<file path="config.mk">
export PLATFORM = sky130hd
export DESIGN_NAME = ws2812_strip_driver
export DESIGN_NICKNAME = d
export VERILOG_FILES = /design/src/rtl/ws2812_strip_driver.sv
export SDC_FILE = /design/constraint.sdc
export NUM_CORES = 1
export LEC_CHECK = 0
export ABC_AREA = 1
export BUFFER_PORTS_ARGS = -buffer_cell sky130_fd_sc_hd__buf_2
export CAP_MARGIN = 10
export CORE_UTILIZATION = 60
export DETAILED_ROUTE_END_ITERATION = 6
export GPL_TIMING_DRIVEN = 0
export PLACE_DENSITY = 0.87
export SLEW_MARGIN = 0
export SYNTH_ARGS = -nofsm -noshare
export SYNTH_HDL_FRONTEND = slang
export SYNTH_SLANG_ARGS = --single-unit
</file>
<file path="constraint.sdc">
create_clock -name i_clk -period 3.3 [get_ports i_clk]
set_input_delay 0.33 -clock i_clk [delete_from_list [all_inputs] [get_ports i_clk]]
set_output_delay 0.33 -clock i_clk [all_outputs]
set_load 0.02 [all_outputs]
</file>
<file path="src/rtl/ws2812_strip_driver.sv">
// WS2812-class LED chain driver: takes a frame of pixels over valid/ready and
// sends each pixel MSB-first with cycle-exact high times, then closes with a latch period.
module ws2812_strip_driver #(
    parameter int CLK_HZ       = 100_000_000,
    parameter int BIT_HZ       = 800_000,
    parameter int T0H_NS       = 400,
    parameter int T1H_NS       = 800,
    parameter int RESET_US     = 50,
    parameter int NUM_LEDS     = 16,
    parameter int BITS_PER_LED = 24,
    localparam int IDX_W       = (NUM_LEDS > 1) ? $clog2(NUM_LEDS) : 1
) (
    input  logic                    i_clk,
    input  logic                    rst_n,
    input  logic                    i_start,
    input  logic [BITS_PER_LED-1:0] i_pix_data,
    input  logic                    i_pix_valid,
    output logic                    o_pix_ready,
    output logic                    o_dout,
    output logic                    o_busy,
    output logic                    o_frame_done,
    output logic                    o_underrun,
    output logic [IDX_W-1:0]        o_led_index
);

    localparam int BIT_CYC   = CLK_HZ / BIT_HZ;
    localparam int T0H_CYC   = (CLK_HZ / 1_000_000) * T0H_NS / 1000;
    localparam int T1H_CYC   = (CLK_HZ / 1_000_000) * T1H_NS / 1000;
    localparam int RESET_CYC = (CLK_HZ / 1_000_000) * RESET_US;
    localparam int CYC_W     = $clog2(BIT_CYC + 1);
    localparam int LAT_W     = (RESET_CYC > 1) ? $clog2(RESET_CYC) : 1;
    localparam int BIT_W     = $clog2(BITS_PER_LED);
    localparam int ACC_W     = $clog2(NUM_LEDS + 1);

    localparam logic [CYC_W-1:0] CYC_LAST  = CYC_W'(BIT_CYC - 1);
    localparam logic [CYC_W-1:0] T0H       = CYC_W'(T0H_CYC);
    localparam logic [CYC_W-1:0] T1H       = CYC_W'(T1H_CYC);
    localparam logic [LAT_W-1:0] LAT_LAST  = LAT_W'(RESET_CYC - 1);
    localparam logic [BIT_W-1:0] BIT_LAST  = BIT_W'(BITS_PER_LED - 1);
    localparam logic [IDX_W-1:0] LED_LAST  = IDX_W'(NUM_LEDS - 1);
    localparam logic [ACC_W-1:0] NUM_ACC   = ACC_W'(NUM_LEDS);

    if (BITS_PER_LED != 24 && BITS_PER_LED != 32) begin : g_bad_bpl
        $error("BITS_PER_LED must be 24 or 32");
    end

    typedef enum logic [1:0] {
        S_IDLE,
        S_WAIT_FIRST,
        S_BIT,
        S_LATCH
    } state_t;

    state_t                  r_state;
    state_t                  w_state_next;
    logic [BITS_PER_LED-1:0] r_shadow;
    logic [BITS_PER_LED-1:0] r_shift;
    logic                    r_shadow_full;
    logic [CYC_W-1:0]        r_cyc_cnt;
    logic [BIT_W-1:0]        r_bit_idx;
    logic [LAT_W-1:0]        r_latch_cnt;
    logic [IDX_W-1:0]        r_led_index;
    logic [ACC_W-1:0]        r_accepted;
    logic                    r_frame_ok;
    logic                    r_dout;
    logic                    r_frame_done;
    logic                    r_underrun;

    logic [CYC_W-1:0]        w_th;
    logic                    w_xfer;
    logic                    w_frame_start;
    logic                    w_load_shift;
    logic                    w_shift;
    logic                    w_complete;
    logic                    w_abort;
    logic                    w_latch_end;
    logic                    w_dout_next;

    assign w_th        = r_shift[BITS_PER_LED-1] ? T1H : T0H;
    assign o_pix_ready = !r_shadow_full
                         && (r_state == S_WAIT_FIRST || r_state == S_BIT)
                         && (r_accepted < NUM_ACC);
    assign w_xfer      = i_pix_valid && o_pix_ready;

    assign o_dout       = r_dout;
    assign o_busy       = (r_state != S_IDLE);
    assign o_frame_done = r_frame_done;
    assign o_underrun   = r_underrun;
    assign o_led_index  = r_led_index;

    always_ff @(posedge i_clk or posedge rst_n) begin
        if (rst_n) begin
            r_state <= S_LATCH;
        end else begin
            r_state <= w_state_next;
        end
    end

    always_comb begin
        w_state_next  = r_state;
        w_frame_start = 1'b0;
        w_load_shift  = 1'b0;
        w_shift       = 1'b0;
        w_complete    = 1'b0;
        w_abort       = 1'b0;
        w_latch_end   = 1'b0;
        w_dout_next   = 1'b0;
        case (r_state)
            S_IDLE: begin
                if (i_start) begin
                    w_frame_start = 1'b1;
                    w_state_next  = S_WAIT_FIRST;
                end
            end
            S_WAIT_FIRST: begin
                if (r_shadow_full) begin
                    w_load_shift = 1'b1;
                    w_state_next = S_BIT;
                end
            end
            S_BIT: begin
                w_dout_next = (r_cyc_cnt < w_th);
                // End of a bit period: next bit, next pixel, clean finish or underrun.
                if (r_cyc_cnt == CYC_LAST) begin
                    if (r_bit_idx != BIT_LAST) begin
                        w_shift = 1'b1;
                    end else if (r_led_index == LED_LAST) begin
                        w_complete   = 1'b1;
                        w_state_next = S_LATCH;
                    end else if (r_shadow_full) begin
                        w_load_shift = 1'b1;
                    end else begin
                        w_abort      = 1'b1;
                        w_state_next = S_LATCH;
                    end
                end
            end
            S_LATCH: begin
                if (r_latch_cnt == LAT_LAST) begin
                    w_latch_end  = 1'b1;
                    w_state_next = S_IDLE;
                end
            end
            default: w_state_next = S_LATCH;
        endcase
    end

    always_ff @(posedge i_clk or posedge rst_n) begin
        if (rst_n) begin
            r_shadow      <= '0;
            r_shadow_full <= 1'b0;
            r_shift       <= '0;
            r_bit_idx     <= '0;
            r_cyc_cnt     <= '0;
            r_latch_cnt   <= '0;
            r_led_index   <= '0;
            r_accepted    <= '0;
            r_frame_ok    <= 1'b0;
            r_dout        <= 1'b0;
            r_frame_done  <= 1'b0;
            r_underrun    <= 1'b0;
        end else begin
            r_dout       <= w_dout_next;
            r_underrun   <= w_abort;
            r_frame_done <= w_latch_end && r_frame_ok;

            if (w_latch_end || w_frame_start) begin
                r_frame_ok <= 1'b0;
            end else if (w_complete) begin
                r_frame_ok <= 1'b1;
            end

            // An abort wins over a same-cycle transfer so nothing leaks into the next frame.
            if (w_abort) begin
                r_shadow_full <= 1'b0;
            end else if (w_xfer) begin
                r_shadow      <= i_pix_data;
                r_shadow_full <= 1'b1;
            end else if (w_load_shift) begin
                r_shadow_full <= 1'b0;
            end

            if (w_frame_start) begin
                r_accepted <= '0;
            end else if (w_xfer && !w_abort) begin
                r_accepted <= r_accepted + 1'b1;
            end

            if (w_load_shift) begin
                r_shift   <= r_shadow;
                r_bit_idx <= '0;
            end else if (w_shift) begin
                r_shift   <= r_shift << 1;
                r_bit_idx <= r_bit_idx + 1'b1;
            end

            if (r_state == S_BIT && r_cyc_cnt != CYC_LAST) begin
                r_cyc_cnt <= r_cyc_cnt + 1'b1;
            end else begin
                r_cyc_cnt <= '0;
            end

            if (r_state == S_LATCH) begin
                r_latch_cnt <= r_latch_cnt + 1'b1;
            end else begin
                r_latch_cnt <= '0;
            end

            if (w_frame_start || w_complete || w_abort) begin
                r_led_index <= '0;
            end else if (w_load_shift && r_state == S_BIT) begin
                r_led_index <= r_led_index + 1'b1;
            end
        end
    end

endmodule

</file>
# After elaboration in Yosys (flattened, before gate mapping)
# Index checks and enable logic that the tools add are counted.
word_totals:
  register_bits: 89
  mem_count: 0
  inputBits: 28
  latch_bits: 0
  mem_bits_ro: 0
  mem_bits_rw: 0
op_classes:
  n_mul: 0
  add_sub_neg: 5
  n_div: 0
  bitwise: 1
  mux: 46
  eq_ne: 14
  n_reduce_logical: 22
  shift: 0
  n_lt_le_gt_ge: 2
ops:
  columns: ["cell", "count"]
  rows:
  - ["two-way mux 24 bit", 2]
  - ["two-way mux 1 bit", 26]
  - ["two-way mux 5 bit", 4]
  - ["two-way mux 2 bit", 7]
  - ["two-way mux 7 bit", 2]
  - ["adder 13 x 1 -> 13 bit, second input constant", 1]
  - ["== test 13 bit, second input constant", 1]
  - ["two-way mux 13 bit", 1]
  - ["adder 5 x 1 -> 5 bit, second input constant", 2]
  - ["nonzero test 2 bit", 5]
  - ["two-way mux 4 bit", 2]
  - ["!= test 2 bit, second input constant", 4]
  - ["one-hot mux 2 bit (4 select lines)", 1]
  - ["adder 7 x 1 -> 7 bit, second input constant", 1]
  - ["== test 7 bit, second input constant", 1]
  - ["logical AND 1 bit", 7]
  - ["< comparator 7 bit", 1]
  - ["!= test 7 bit, second input constant", 1]
  - ["AND reduction 6 bit", 1]
  - ["< comparator 5 bit, second input constant", 1]
  - ["!= test 5 bit, second input constant", 1]
  - ["adder 4 x 1 -> 4 bit, second input constant", 1]
  - ["== test 2 bit, second input constant", 2]
  - ["== test 4 bit, second input constant", 1]
  - ["other kinds (10)", 14]

# Longest topological paths before layout
logic_depth:
  word_depth: 9
  mapped_depth: 13
  ltp_nobuf: 12

# Worst setup path after synthesis
# Ideal clock, no wire load.
synth_timing:
  path_type: "reg-to-reg"
  from: "reg r_state[0]"
  to: "reg r_shadow[10]"
  setup_slack_ns: 1.220
  stages_incl_launch_ff: 11
  synth_period_minus_slack_ns: 2.080
  arrival_time_ns: 1.997
  path_buffers: 1
  setup_ns: 0.083
  cell_sequence: "dfstp_2 -> inv_1 -> ha_1 -> inv_2 -> nor3_2 -> and2_1 -> nand2_2 -> inv_2 -> buf_2 -> nand2_1 -> o21ai_0"
synth_between:
  elab_chain_cells: 6
  word_cells_on_any_way: 9
synth_rtl:
  columns: ["element", "line", "text"]
  rows:
  - ["start: declaration", "54", "state_t r_state;"]
  - ["start signal: assignment", "95", "r_state <= w_state_next;"]
  - ["== test 2 x 1 -> 1 bit or == test 2 bit (tied branches)", "81", "&& (r_state == S_WAIT_FIRST || r_state == S_BIT)"]
  - ["logical OR 1 bit (*)", "81", null]
  - ["logical AND 1 bit (*)", "81", null]
  - ["logical AND 1 bit (*)", "82", "&& (r_accepted < NUM_ACC);"]
  - ["named net o_pix_ready", "18", "output logic o_pix_ready,"]
  - ["logical AND 1 bit (*)", "83", "assign w_xfer = i_pix_valid && o_pix_ready;"]
  - ["AND reduction 2 bit (no line) (*)", null, null]
  - ["end signal: assignment", "177", "r_shadow <= i_pix_data;"]
  - ["end: declaration", "56", "logic [BITS_PER_LED-1:0] r_shadow;"]
# Mark *: on every way through the listed nets, which the timed path passes. The rest lies on a longest branch.
# A chain may end at the register's enable or synchronous reset.

# Worst setup path in the final report
layout_timing:
  from: "reg r_state[0]"
  to: "reg r_shadow[3]"
layout_between:
  elab_chain_cells: 6
  word_cells_on_any_way: 9
layout_rtl:
  columns: ["element", "line"]
  rows:
  - ["== test 2 x 1 -> 1 bit or == test 2 bit (tied branches)", "81, 108"]
  - ["logical OR 1 bit", "81"]
  - ["logical AND 1 bit", "81"]
  - ["logical AND 1 bit", "82"]
  - ["logical AND 1 bit", "83"]
  - ["AND reduction 2 bit (no line) (*)", null]
# Every way passes the cells marked *; elsewhere a longest branch is shown, timed or not.

==> impl_metrics.ini <==
[run_status]
status = complete, no violations

[final_layout]
fill_cells = 540
nNetsFinal = 640
area_growth_pct = 11.8
seq_area_um2 = 2230
multi_input_area_um2 = 1770
layout-drive-gt1-share_pct = 13.7
finalInstanceArea_um2 = 4940
diodes = 0

[placed_design]
numPortBuffers = 36
pre_cts_slack_ps = 1160
place_congestion = 0.925
dpl-instance-area_um2 = 4750
dpl.hpwl_um = 6290

[timing]
final.setup.worst_slack_ps = 1120
rsz0062_at_grt = false
worstMarginPinSlew_ps = 443
hold_viol = 0
fmax_mhz = 460
maxSlewHeadroom_pct = 70.5
fin_skew_ps = 12.2
fin_crit_ps = 2180
setup_violations = 0
maxSlewViolCount = 0
period_share_pct = 65.9

[synthesis]
synth_async_sr_flop_share_pct = 100
yosys_warnings = 0
synthFlopType = dfrtp_1
syn_inst = 550
syn_area_per_cell_um2 = 8.04
netlist_area_um2 = 4420
seq_area_frac_synth_pct = 50.4
ys_ff_latch = 89
yosysUniqueCellTypes = 35
syn_nets = 591
synth-edff-count = 0

[floorplan]
die_w_um = 87.8
rows = 30
io_pins = 37
die_y_um = 87.8
core-area_um2 = 6940
die_area_um2 = 7710
start_util_pct = 63.7

[grt]
grt_pass1_vias = 3422
grt_usage_pct = 24.8
overflow = 0
grt_pass1_wl_um = 14900
grt_start_max_net_pins = 68
antenna_found_initial = 0

[cts]
post_cts_resized = 0
numCtsBuffers = 9
ctsLongestPathBuffers = 2
clk_pin_slew_worst_paths_ps = 100
cts_tree = built
clockRootBuffer = clkbuf_8
h-tree-depth = 3
clock_sinks = 89
clock_latency_ps = 360

[pwr]
power_mw = 3.70
p_sw_mw = 1.46
p_leak_nw = 2.61
pwr-share-clk_pct = 19.0
power_frac_seq_pct = 44.8
internal_power_mw = 2.23
ir_drop_uv = 385
comb_power_share_pct = 36.2
p_per_area_nw_per_um2 = 748
switching_share_pct = 39.6

[worst_setup_path]
crit_top_cell = inv_2
slowest_stage = dfstp_2
r2r_slack_ps = 1120
required_ps = 3580
cp.arrival_ps = 2450
crit_path_cell_trace = inv_1 -> ha_1 -> inv_2 -> nor3_2 -> and2_1 -> nand2_2 -> inv_2 -> buf_2 -> nand2_1 -> o21ai_0
startpoint_type = flop
cp_max_fo = 10
crit_type = reg2reg
critPathMaxStageDelay_ps = 570
end_kind = flop

[detailed_routing]
num_vias = 3645
wirelength_um = 8770
dr.pass1.iters = 4
wl_per_cell_um = 12.5
drt-initial-drc-count = 194
via_per_inst = 5.21
route.detailed.drc = 0
final_antenna_net_count = 0

[run]
drv_cap = 0

[hold_path]
hp-class = in2reg
## final cells by class
class                   instances  share of cell area, %
plain buffers                  15                   2.35
multi-input cells             364                   35.7
flip-flops and latches         89                   45.1
repair buffers                 38                   4.40
inverters                      82                   6.28
clock buffers                   9                   2.51
clock inverters                 7                   1.19
well taps                      96                   2.43
## routing by layer
| metal | up-vias | wire (µm) | track usage, % |
|---|---|---|---|
| li1 | 1824 | - | - |
| met1 | 1740 | 3880 | 32.4 |
| met2 | 69 | 4490 | 41.2 |
| met3 | 12 | 272 | 4.90 |
| met4 | 0 | 124 | 8.79 |
| met5 | - | 0 | 0 |
## sequential cells by signal, indices dropped and copies added, names as in the netlist
register       cells
o_dout             1
o_frame_done       1
o_led_index        4
o_underrun         1
r_accepted         5
r_bit_idx          5
r_cyc_cnt          7
r_frame_ok         1
r_latch_cnt       13
r_shadow          24
r_shadow_full      1
r_shift           24
r_state            2
## per-stage QoR
stage / TNS, ps / hold slack, ps / cells / utilization, %
2_1_floorplan: 0 / 433 / 550 / -
3_3_place_gp: -23720 / 450 / 682 / 68.0
3_5_place_dp: 0 / 314 / 683 / 68.4
4_1_cts: 0 / 160 / 700 / 71.2
5_1_grt: 0 / 156 / 700 / 71.2
6_report: 0 / 169 / 700 / 71.2
## worst paths after layout
check	startpoint	cells past startpoint	endpoint
hold / removal	i_pix_data[11]	3	r_shadow[11]
min in group asynchronous	rst_n	3	r_shadow[10]
setup reg to reg	r_state[0]	10	r_shadow[3]
setup / recovery	r_state[0]	10	r_shadow[3]
hold reg to reg	r_latch_cnt[0]	1	r_latch_cnt[0]
max in group asynchronous	rst_n	4	r_state[0]
## synthesized netlist by cell type, types with 3 or more instances
master	n	share of area (%)
nand2_1	175	15
dfrtp_1	87	49
inv_1	79	6.7
nand3_1	57	6.5
nor2_1	30	2.5
o21ai_0	24	2.7
ha_1	13	3.7
nor3_1	13	1.5
a21oi_1	9	1.0
nand4_1	8	1.1
xor2_1	7	1.4
buf_6	6	1.5
o21ai_1	5	0.57
buf_2	4	0.45
inv_2	3	0.25
nand2_2	3	0.42
## timing repair
item | 4_1_cts | 5_1_grt
buffers inserted | 0 | 0
hold buffers | 1 | 0
hold endpoints to repair | 22 | 0
## critical path, delay by kind of cell (launching register included)
| kind | cells | cell delay [ps] |
|---|---|---|
| buffers and inverters | 4 | 540 |
| flip-flops | 1 | 570 |
| adder cells (fa/ha/maj) | 1 | 370 |
| AO/OA/AOI/OAI | 1 | 80 |
| AND/OR/NAND/NOR | 4 | 530 |
## kinds of logic (layout without fill, tap and decap cells)
family,Yosys count,after routing,share of synthesized area [%]
AND/OR/NAND/NOR,300,300,29.4
buffers and inverters,97,151,9.59
flip-flops,89,89,50.4
AO/OA/AOI/OAI,42,42,5.15
adder cells (fa/ha/maj),13,13,3.68
XOR/XNOR,9,9,1.78
## power groups by stage
stage	registers, mW	clock network [mW]	logic [mW]
final	1.65	0.702	1.34
after global routing	1.69	0.764	1.53
after floorplan	1.65	0	0.996
after detailed placement	1.67	0	1.34
after global placement	1.65	0	1.25
after CTS	1.65	0.716	1.35
## cells in the final DEF (no fill, tap or decap), types with 3 or more instances in the layout
cell,count
nand2_2,3
inv_6,3
o21ai_0,24
a21oi_1,9
dfrtp_1,87
nand2_1,175
nor2_1,30
clkbuf_8,9
nand3_1,57
buf_6,6
inv_1,78
xor2_1,7
o21ai_1,5
nand4_1,8
ha_1,13
buf_2,40
inv_2,3
nor3_1,13
Note: power is estimated with default switching activity, not from simulation.
